**config.mk**
```make
export PLATFORM = sky130hd
export DESIGN_NAME = bcd_conv_sched
export DESIGN_NICKNAME = d
export VERILOG_FILES = /design/src/rtl/bcd_conv_sched_pkg.sv /design/src/rtl/bcd_dd_engine.sv /design/src/rtl/bcd_conv_sched.sv
export SDC_FILE = /design/constraint.sdc
export NUM_CORES = 1
export LEC_CHECK = 0
export CAP_MARGIN = 10
export CORE_MARGIN = 2
export CORE_UTILIZATION = 40
export DETAILED_ROUTE_END_ITERATION = 8
export PLACE_DENSITY = 0.66
export SETUP_SLACK_MARGIN = 0.15
export SYNTH_ARGS = -nofsm -noshare
export SYNTH_HDL_FRONTEND = slang
export SYNTH_HIERARCHICAL = 1
export SYNTH_SLANG_ARGS = --single-unit
```
**constraint.sdc**
```tcl
create_clock -name clk -period 3.25 [get_ports clk]
set_input_delay 0.325 -clock clk [delete_from_list [all_inputs] [get_ports clk]]
set_output_delay 0.325 -clock clk [all_outputs]
set_load 0.05 [all_outputs]
```
**src/rtl/bcd_conv_sched_pkg.sv**
```systemverilog
// Shared types and constants for the shared binary-to-BCD converter.
// Holds the scheduler state encoding and the double-dabble digit adjust helper.
package bcd_conv_sched_pkg;

  localparam int DATA_W      = 8;
  localparam int BCD_DIGITS  = 3;
  localparam int CONV_CYCLES = 8;
  localparam int BCD_W       = 4 * BCD_DIGITS;

  typedef enum logic [1:0] {
    IDLE = 2'd0,
    CONV = 2'd1,
    RESP = 2'd2
  } state_t;

  // Add-3 correction applied to a digit before each shift.
  function automatic logic [3:0] dd_adjust(input logic [3:0] digit);
    return (digit >= 4'd5) ? (digit + 4'd3) : digit;
  endfunction

endpackage

```
**src/rtl/bcd_dd_engine.sv**
```systemverilog
// Iterative 8-cycle double-dabble engine: start loads the operand,
// done pulses for one cycle when bcd holds the converted value.
module bcd_dd_engine
  import bcd_conv_sched_pkg::*;
(
  input  logic              clk,
  input  logic              rst_n,
  input  logic              start,
  input  logic [DATA_W-1:0] bin,
  output logic              done,
  output logic [BCD_W-1:0]  bcd
);

  localparam int CNT_W = $clog2(CONV_CYCLES);

  // Digits and remaining operand bits live in one shift register.
  logic [BCD_W+DATA_W-1:0] sh_reg;
  logic [BCD_W-1:0]        adj;
  logic [CNT_W-1:0]        step;
  logic                    running;

  always_comb begin
    adj = '0;
    for (int d = 0; d < BCD_DIGITS; d++) begin
      adj[4*d +: 4] = dd_adjust(sh_reg[DATA_W + 4*d +: 4]);
    end
  end

  always_ff @(posedge clk or negedge rst_n) begin
    if (!rst_n) begin
      sh_reg  <= '0;
      step    <= '0;
      running <= 1'b0;
      done    <= 1'b0;
    end else begin
      done <= 1'b0;
      if (start) begin
        sh_reg  <= {{BCD_W{1'b0}}, bin};
        step    <= '0;
        running <= 1'b1;
      end else if (running) begin
        sh_reg <= {adj, sh_reg[DATA_W-1:0]} << 1;
        step   <= step + 1'b1;
        if (step == CNT_W'(CONV_CYCLES - 1)) begin
          running <= 1'b0;
          done    <= 1'b1;
        end
      end
    end
  end

  assign bcd = sh_reg[BCD_W+DATA_W-1:DATA_W];

endmodule

```
**src/rtl/bcd_conv_sched.sv**
```systemverilog
// Round-robin scheduler sharing one BCD converter among NREQ requesters.
// Define BCD_CONV_SCHED_STATS_EN to enable the saturating conv_count counter.
module bcd_conv_sched
  import bcd_conv_sched_pkg::*;
#(
  parameter int NREQ = 4,
  parameter int IDW  = $clog2(NREQ)
) (
  input  logic                   clk,
  input  logic                   rst_n,
  input  logic [NREQ-1:0]        req_valid,
  input  logic [NREQ*DATA_W-1:0] req_data,
  output logic [NREQ-1:0]        req_ready,
  output logic                   rsp_valid,
  input  logic                   rsp_ready,
  output logic [IDW-1:0]         rsp_id,
  output logic [BCD_W-1:0]       rsp_bcd,
  output logic                   busy,
  output logic [15:0]            conv_count
);

  state_t            state, state_next;
  logic [IDW-1:0]    rr_ptr;
  logic [IDW-1:0]    winner;
  logic [NREQ-1:0]   grant;
  logic              found;
  logic              accept;
  logic [DATA_W-1:0] win_data;
  logic              eng_done;
  logic [BCD_W-1:0]  eng_bcd;

  // Search starts at rr_ptr and wraps; the first asserted request wins.
  always_comb begin : arb
    logic [IDW:0] idx;
    idx    = '0;
    grant  = '0;
    winner = '0;
    found  = 1'b0;
    for (int k = 0; k < NREQ; k++) begin
      idx = {1'b0, rr_ptr} + (IDW+1)'(k);
      if (idx >= (IDW+1)'(NREQ)) idx = idx - (IDW+1)'(NREQ);
      if (!found && req_valid[idx[IDW-1:0]]) begin
        found              = 1'b1;
        winner             = idx[IDW-1:0];
        grant[idx[IDW-1:0]] = 1'b1;
      end
    end
  end

  assign win_data = req_data[int'(winner)*DATA_W +: DATA_W];
  assign accept   = (state == IDLE) && found;

  always_ff @(posedge clk or negedge rst_n) begin
    if (!rst_n) state <= IDLE;
    else        state <= state_next;
  end

  always_comb begin
    state_next = state;
    case (state)
      IDLE:    if (accept)    state_next = CONV;
      CONV:    if (eng_done)  state_next = RESP;
      RESP:    if (rsp_ready) state_next = IDLE;
      default: state_next = IDLE;
    endcase
  end

  always_comb begin
    req_ready = (state == IDLE) ? grant : '0;
    rsp_valid = (state == RESP);
    busy      = (state != IDLE);
  end

  always_ff @(posedge clk or negedge rst_n) begin
    if (!rst_n) begin
      rr_ptr  <= '0;
      rsp_id  <= '0;
      rsp_bcd <= '0;
    end else begin
      if (accept) begin
        rr_ptr <= (winner == IDW'(NREQ - 1)) ? '0 : winner + 1'b1;
        rsp_id <= winner;
      end
      if ((state == CONV) && eng_done) rsp_bcd <= eng_bcd;
    end
  end

  bcd_dd_engine u_engine (
    .clk   (clk),
    .rst_n (rst_n),
    .start (accept),
    .bin   (win_data),
    .done  (eng_done),
    .bcd   (eng_bcd)
  );

`ifdef BCD_CONV_SCHED_STATS_EN
  logic [15:0] count_q;

  always_ff @(posedge clk or negedge rst_n) begin
    if (!rst_n)
      count_q <= '0;
    else if ((state == RESP) && rsp_ready && (count_q != 16'hFFFF))
      count_q <= count_q + 16'd1;
  end

  assign conv_count = count_q;
`else
  assign conv_count = '0;
`endif

endmodule

```
# After elaboration in Yosys (flattened, before gate mapping)

Index checks and enable logic that the tools add are counted.

Register bits after elaboration: 43
RAM bits: 0
Latch bits: 0
Word-level logic and storage cells: 113
Bits of input ports: 39
ROM bits: 0
Memories: 0

Equality and inequality tests: 7
$mul: 0
$add $sub $neg: 12
Reductions and logical operators: 16
Bitwise gates (word level): 3
Div/mod/pow operators: 0
Shift-type cells: 1
$lt $le $gt $ge: 15
Mux-type cells: 51

Operators with widths:

| cell                                                                         | count |
|---|---|
| 20-bit 2-to-1 mux                                                            | 2 |
| 32-bit by 6-bit indexed part select with 8-bit output                        | 1 |
| 4-bit 2-to-1 mux                                                             | 7 |
| 2-bit 2-to-1 mux                                                             | 12 |
| 1-bit 2-to-1 mux                                                             | 18 |
| 4-bit by 3-bit >= comparator with 1-bit output, second input constant        | 3 |
| 2-bit by 3-bit less-than comparator with 1-bit output, second input constant | 4 |
| 4-bit OR                                                                     | 3 |
| 3-bit >= comparator, second input constant                                   | 3 |
| 1-bit logical AND                                                            | 9 |
| 3-bit 2-to-1 mux                                                             | 3 |
| 4-bit by 2-bit adder with 4-bit output, second input constant                | 2 |
| 1-bit binary-select mux with 2-bit select                                    | 4 |
| 1-bit demux with 2-bit select                                                | 4 |
| 2-bit by 1-bit >= comparator with 1-bit output, second input constant        | 4 |
| 2-bit by 1-bit subtractor with 2-bit output, second input constant           | 4 |
| 2-bit by 2-bit adder with 3-bit output, second input constant                | 2 |
| 2-bit one-hot mux with 3 select lines                                        | 1 |
| 2-bit equality test, second input constant                                   | 2 |
| 2-bit by 1-bit inequality test with 1-bit output, second input constant      | 2 |
| 2-bit nonzero test                                                           | 2 |
| 2-bit by 1-bit adder with 3-bit output, second input constant                | 1 |
| 3-bit by 1-bit adder with 3-bit output, second input constant                | 1 |
| 3-bit by 2-bit adder with 3-bit output, second input constant                | 1 |
| 8 further kinds                                                              | 10 |

# Depth between registers and ports, before layout

Gate-level depths: netlist (run 1).

Depth in word-level cells: 17
Gate-level depth with buffers: 12
Mapped depth without buffers: 9

# Hierarchy

Netlist (run 1), hierarchy kept.

By module, submodules not included:

| module         | area an instance (µm²) | seq. area each (µm²) | times used | cells an instance |
|---|---|---|---|---|
| bcd_conv_sched | 1,903.1                | 450.4                | 1          | 219 |
| bcd_dd_engine  | 1,412.6                | 625.6                | 1          | 144 |

# Worst setup path before layout (run 1)

OpenSTA, ideal clock, no wires.

Path kind: reg-to-output
Start: reg rr_ptr[0]
End: out req_ready[0]
Data required time: 2.925 ns
Cell stages (with the launch flop): 11
Path slack: -0.048 ns
Data arrival time: 2.973 ns
Path through: dfrtp_1 buf_4 inv_1 ha_1 buf_2 mux4_2 and2b_1 buf_2 a22o_2 mux2i_1 a21oi_1

Longest elaborated chain between the ends: 15
Elaborated cells on any way between the ends: 60

RTL lines:

| element                                                                         | line                 | RTL |
|---|---|---|
| start: declaration                                                              | bcd_conv_sched.sv:23 | `logic [IDW-1:0] rr_ptr;` |
| start signal: assignment                                                        | bcd_conv_sched.sv:81 | `rr_ptr <= (winner == IDW'(NREQ - 1)) ? '0 : winner + 1'b1;` |
| branches (longest 13 deep; another with 2-bit by 1-bit adder with 3-bit output) | -                    |  |
| 4-bit 2-to-1 mux *                                                              | bcd_conv_sched.sv:42 | `if (!found && req_valid[idx[IDW-1:0]]) begin` |
| 4-bit 2-to-1 mux *                                                              | bcd_conv_sched.sv:69 | `req_ready = (state == IDLE) ? grant : '0;` |
| end: declaration                                                                | bcd_conv_sched.sv:13 | `output logic [NREQ-1:0] req_ready,` |

Every way passes the cells marked *. The select of a mux whose other input is x is not followed.

# Worst setup path after layout (run 1)

Start: reg rr_ptr[0]
End: out req_ready[2]

The elaborated chain is that of the path after synthesis.

==> results of run 1 <==
## worst paths after layout
kind | end | cells past startpoint
min in group clk | state[0]$_DFFE_PN0P_ | 1
min reg2reg | state[0]$_DFFE_PN0P_ | 1
max in group asynchronous | u_engine/sh_reg[1]$_DFFE_PN0P_ | 1
min | rsp_bcd[6]$_DFFE_PN0P_ | 1
max reg2reg | u_engine/sh_reg[6]$_DFFE_PN0P_ | 9
max | req_ready[2] | 7
## where the power goes
group / internal (uW) / total, uW / switching (uW) / leakage, uW
Clock: 194 / 364 / 170 / 0.0000515
Sequential: 771 / 947 / 177 / 0.000546
Combinational: 1050 / 2570 / 1520 / 0.00117
Total: 2010 / 3880 / 1870 / 0.00177
## layer usage
metal | vias to the layer above | share of wire | wire (um)
met1 | 1289 | 0.48 | 3342
met3 | 7 | 0.038 | 261
met2 | 73 | 0.47 | 3230
li1 | 1335 | - | -
met4 | 0 | 0.0084 | 58
met5 | - | 0 | 0
## layout by cell type, fill, tap and decap left out, types with 3 or more instances in the layout
master / instances
buf_12: 4
dfrtp_1: 43
nand4_1: 3
clkbuf_8: 7
o21ai_0: 15
or4_1: 3
a21oi_1: 12
a31oi_1: 17
mux2i_1: 25
a21oi_2: 4
inv_1: 31
mux2_2: 13
nor2_1: 7
buf_4: 11
nand2_1: 20
nand3_1: 20
nand2b_1: 6
clkdlybuf4s50_1: 53
o22ai_1: 17
nand3b_1: 4
ha_1: 16
conb_1: 16
## critical path, delay by kind of cell, from the launching register on
kind                   cells  cell delay (ns)
muxes                      2             0.74
buffers and inverters      2             0.50
AOI/OAI and AO/OA          2             0.35
DFF                        1             0.34
and+or+nand+nor            1             0.32
## stage by stage
stage	cell area (sq um)	hold slack, ns	total power (uW)
after CTS	3970	0.2070	3905
after global routing	3970	0.2490	4204
final	3970	0.1688	3883
after detailed placement	3870	0.4467	3530
after global placement	3870	0.4503	3463
after floorplan	3387	0.02941	3007
## cell type report
type / instances / area (sq um)
timing repair buffer: 69 / 698.2
multi-input combinational: 250 / 1844
sequential: 43 / 1076
tap: 105 / 131.4
fill: 787 / 4164
clock buffer: 8 / 100.1
inverter: 32 / 120.1
## cell families after synthesis
group / after synthesis / share of synthesized area
AO/OA/AOI/OAI: 94 / 0.1989
XOR/XNOR: 2 / 0.005284
adder cells (fa/ha/maj): 16 / 0.06038
buffers and inverters: 85 / 0.1408
flip-flops: 43 / 0.3245
multiplexers: 41 / 0.1374
other: 1 / 0.001131
AND/OR/NAND/NOR: 81 / 0.1317
==> impl_metrics.yaml, run 1 <==
sta:
  drv_slew: 0
  fin_crit_sh: 0.8846
  worstMarginPinSlew_ns: 0.9186
  period_needed_ns: 2.875
  final.setup_skew_ns: 0.006676
  relSlewSlack: 0.3876
  hold_viol: 0
  tns_ns: 0
  setup_viol: 0
  max_freq_mhz: 347.8
  rsz0062_at_grt: "false"
  worst_slack_ns: 0.3750
critical_path:
  cp-end-kind: "primary output"
  r2r-start: "rr_ptr[0]$_DFFE_PN0P_"
  crit_chain: "buf_4, mux4_2, and2b_1, a22o_1, mux2i_1, a21oi_2, buf_12"
  critPathMaxFanout: 32
  slowest_delay_ns: 0.66
  worstPathArrival_ns: 2.55
  slowest_stage: "mux4_2"
  r2r_slack_ns: 0.62
  start_kind: "register"
  crit_required_ns: 2.92
  critPathLaunch: "rr_ptr[0]$_DFFE_PN0P_"
  crit_type: "register to primary output"
cts:
  cts_buffers: 5
  cts_setup_buffers: 0
  clockBufferDepth: 2
  clkSlewWorstSetupHoldPaths_ns: 0.08
  cts_tree: "built"
  cts_sinks: 43
  post_cts_resized: 0
  clock_latency_ns: 0.29
  clock-root-buffer: "clkbuf_8"
  holdBufCountCts: 0
  htreeDepth: 2
global_route:
  grtUsageTotal: 0.1584
  grt_start_max_net_pins: 44
  use_met3: 0.02372
  grt_pass1_wl_mm: 11.63
  antenna_found_initial: 0
  met1_usage: 0.2222
  met2_usage: 0.2524
  grt.busiest_layer: "met2"
  grt_pass1_vias: 2541
  grt_overflow: 0
floorplanning:
  ios: 75
  die_x_um: 95.05
  coreArea_sq_um: 8134
  design.die.area_sq_um: 9034
  fp.dieH_um: 95.05
  num_rows: 33
  start_util: 0.4076
placed_design:
  numPortBuffers: 58
  dp_slack_ns: 0.3796
  place_inst: 499
  routabilityCongestion: 0.8775
  dp_hpwl_mm: 5.023
cells_and_area:
  stdcell_count: 507
  drive_above_1_share: 0.1418
  area_growth_pct: 19.74
  largest_reg_flops: 20
  diodes: 0
  nNetsFinal: 456
  final_util: 0.4881
logic_synthesis:
  ys.warnings.count: 6
  netlist_top_cells_count: "43 x dfrtp_1, 31 x buf_4, 31 x inv_1"
  syn_inst: 363
  synth_flop_cell: "dfrtp_1"
  yosysSeqAreaShare: 0.3245
  synth-seq-cells: 43
  ys_top_cells_by_area: "dfrtp_1 32%, mux2i_1 7.5%, buf_4 7.0%"
  synth-edff-count: 0
  synthArstFlopShare: 1.000
  avgSynthCellArea_sq_um: 9.134
  synth_most_common_cell: "dfrtp_1"
  synth.distinct_cells: 60
  synth_top_cell_area_share: 0.3245
  synth_top_area_cell: "dfrtp_1"
  syn_area_sq_um: 3316
min_path:
  hold_class: "input port to asynchronous set/reset pin"
pwr:
  p_leak_uw: 0.001766
  powerDensity_nw_per_um2: 978.0
  ir_worst_vdd_v: 0.0003112
routing:
  avgRoutedWirePerCell_um: 13.60
  drtIter0Drc: 174
  drtPass1Iterations: 4
  drc: 0
  drt_wl_total_mm: 6.893
  via_per_inst: 5.333
  vias: 2704
  ant_nets: 0
job:
  maxCapViolCount: 0
status:
  status: "finished clean"
No activity file was read; power rests on OpenSTA's default activity.
==> run 2, diff against run 1 <==
- GPL_ROUTABILITY_DRIVEN: default -> 0
==> results of run 2 <==
Same layout as run 1: the final DEF is identical, and so are final timing and power.
==> run 3, diff against run 2 <==
- CAP_MARGIN: 10 -> default
- CORE_MARGIN: 2 -> 1
- MAX_ROUTING_LAYER: default -> met4
==> run 3 against run 2 <==
Clock power increased by 8.0%. Die area decreased by 4.2%. Global-route usage increased by 1.7 points. Worst hold slack improved by 0.0012 ns. Total power increased by 1.3%. First-iteration DRC count decreased by 21%. Worst setup slack got worse by 0.0044 ns. Count of clock-buffer cells in the layout decreased by 2. Critical endpoint is now req_ready[0]. Design area unchanged. Wire length increased by 1.1%. Sequential power about the same.
==> impl_metrics.yaml, run 3 (synthesis results as in run 1) <==
critical_path:
  critPathLaunch: "rr_ptr[0]$_DFFE_PN0P_"
  crit_family: "multiplexers"
  slowest_stage: "dfrtp_2"
  crit_chain: "inv_1, ha_1, mux4_2, and2b_1, a22o_2, mux2i_1, a21oi_2, buf_12"
  start_kind: "register"
  slowest_delay_ns: 0.43
  crit_type: "register to primary output"
  r2r-start: "rr_ptr[0]$_DFFE_PN0P_"
  cp-end-kind: "primary output"
  worst-path-buf-inv: 2
  critPathMaxFanout: 7
  worstPathArrival_ns: 2.55
  crit_required_ns: 2.92
routing:
  drtPass1Iterations: 4
  vias: 2728
  drtIter0Drc: 137
  via_per_inst: 5.423
  ant_nets: 0
  drt_wl_total_mm: 6.967
  avgRoutedWirePerCell_um: 13.85
  drc: 0
placed_design:
  placedInstanceArea_sq_um: 3859
  dp_hpwl_mm: 5.052
  numPortBuffers: 58
cts:
  cts_tree: "built"
  clockBufferDepth: 2
  holdBufCountCts: 0
  cts_sinks: 43
  htreeDepth: 2
  clock_latency_ns: 0.29
  cts_buffers: 5
  clock-root-buffer: "clkbuf_8"
  clkSlewWorstSetupHoldPaths_ns: 0.08
cells_and_area:
  nNetsFinal: 456
  largest_reg_flops: 20
  design_area_sq_um: 3970
  register_area_sq_um: 1077
  final_util: 0.5033
  layout_commonest_cell: "clkdlybuf4s50_1"
  layout_common_cells: "53 x clkdlybuf4s50_1, 42 x dfrtp_1, 31 x inv_1"
  drive_above_1_share: 0.1421
  area_growth_pct: 19.74
  fill_cells: 749
  multi_input_area_sq_um: 1844
  diodes: 0
status:
  status: "finished clean"
sta:
  rsz0062_at_grt: "false"
  relSlewSlack: 0.3875
  final.setup_skew_ns: 0.004602
  hold_viol: 0
  drv_slew: 0
  fin_crit_sh: 0.8860
  max_freq_mhz: 347.3
  worstMarginPinSlew_ns: 0.9188
  setup_viol: 0
  period_needed_ns: 2.879
  tns_ns: 0
floorplanning:
  ios: 75
  die_x_um: 93.05
  coreArea_sq_um: 7888
  fp.dieH_um: 93.05
  num_rows: 32
  start_util: 0.4204
  design.die.area_sq_um: 8657
global_route:
  grt_pass1_vias: 2708
  grt_pass1_wl_mm: 12.22
  grt_start_max_net_pins: 44
  antenna_found_initial: 0
  grtUsageTotal: 0.1754
  grt_overflow: 0
job:
  maxCapViolCount: 0
min_path:
  hold_class: "input port to asynchronous set/reset pin"
pwr:
  powerDensity_nw_per_um2: 990.7
  p_leak_uw: 0.001765
  ir_worst_vdd_v: 0.0003066
## run 3: layout make-up
cell class	count	share of cell area
well taps	102	0.03215
repair buffers	69	0.1759
clock buffers	6	0.01828
inverters	32	0.03026
multi-input cells	250	0.4645
flip-flops and latches	43	0.2714
clock inverters	1	0.007564
## run 3: path summary, 6_finish.rpt
kind / endpoint / slack, ns / cells past startpoint
max: req_ready[0] / 0.37 / 8
min in group clk: state[0]$_DFFE_PN0P_ / 0.45 / 1
max reg2reg: u_engine/sh_reg[7]$_DFFE_PN0P_ / 0.71 / 10
min: rsp_bcd[9]$_DFFE_PN0P_ / 0.17 / 1
min reg2reg: state[0]$_DFFE_PN0P_ / 0.45 / 1
max in group asynchronous: rr_ptr[0]$_DFFE_PN0P_ / 2.44 / 1
## run 3: through the flow
| stage | setup slack (ns) | power [uW] | instances | hold WS (ns) |
|---|---|---|---|---|
| 6_report | 0.3706 | 3933 | 503 | 0.1700 |
| 5_1_grt | 0.2310 | 4262 | 503 | 0.2495 |
| 4_1_cts | 0.2884 | 3946 | 502 | 0.2046 |
| 3_5_place_dp | 0.3351 | 3533 | 495 | 0.4567 |
| 3_3_place_gp | 0.3525 | 3463 | 495 | 0.4511 |
| 2_1_floorplan | 0.2429 | 3007 | 378 | 0.02941 |
## run 3: what timing repair did
| action | CTS | global route |
|---|---|---|
| resized for setup | 1 | 0 |
| cloned | 0 | 0 |
| endpoints found under the setup margin | 1 | 4 |
| buffers inserted | 0 | 1 |
## run 3: metal layers
layer / vias to the layer above / GRT usage / wire [um]
li1: 1338 / - / -
met1: 1285 / 0.2320 / 3263
met2: 97 / 0.2825 / 3264
met3: 8 / 0.03252 / 374
met4: 0 / 0.03462 / 64
met5: - / - / 0
## run 3: report_power, final
part | internal, uW | total (uW) | switching (uW)
Sequential | 772 | 948 | 176
Combinational | 1060 | 2590 | 1540
Clock | 225 | 393 | 168
Total | 2050 | 3930 | 1880
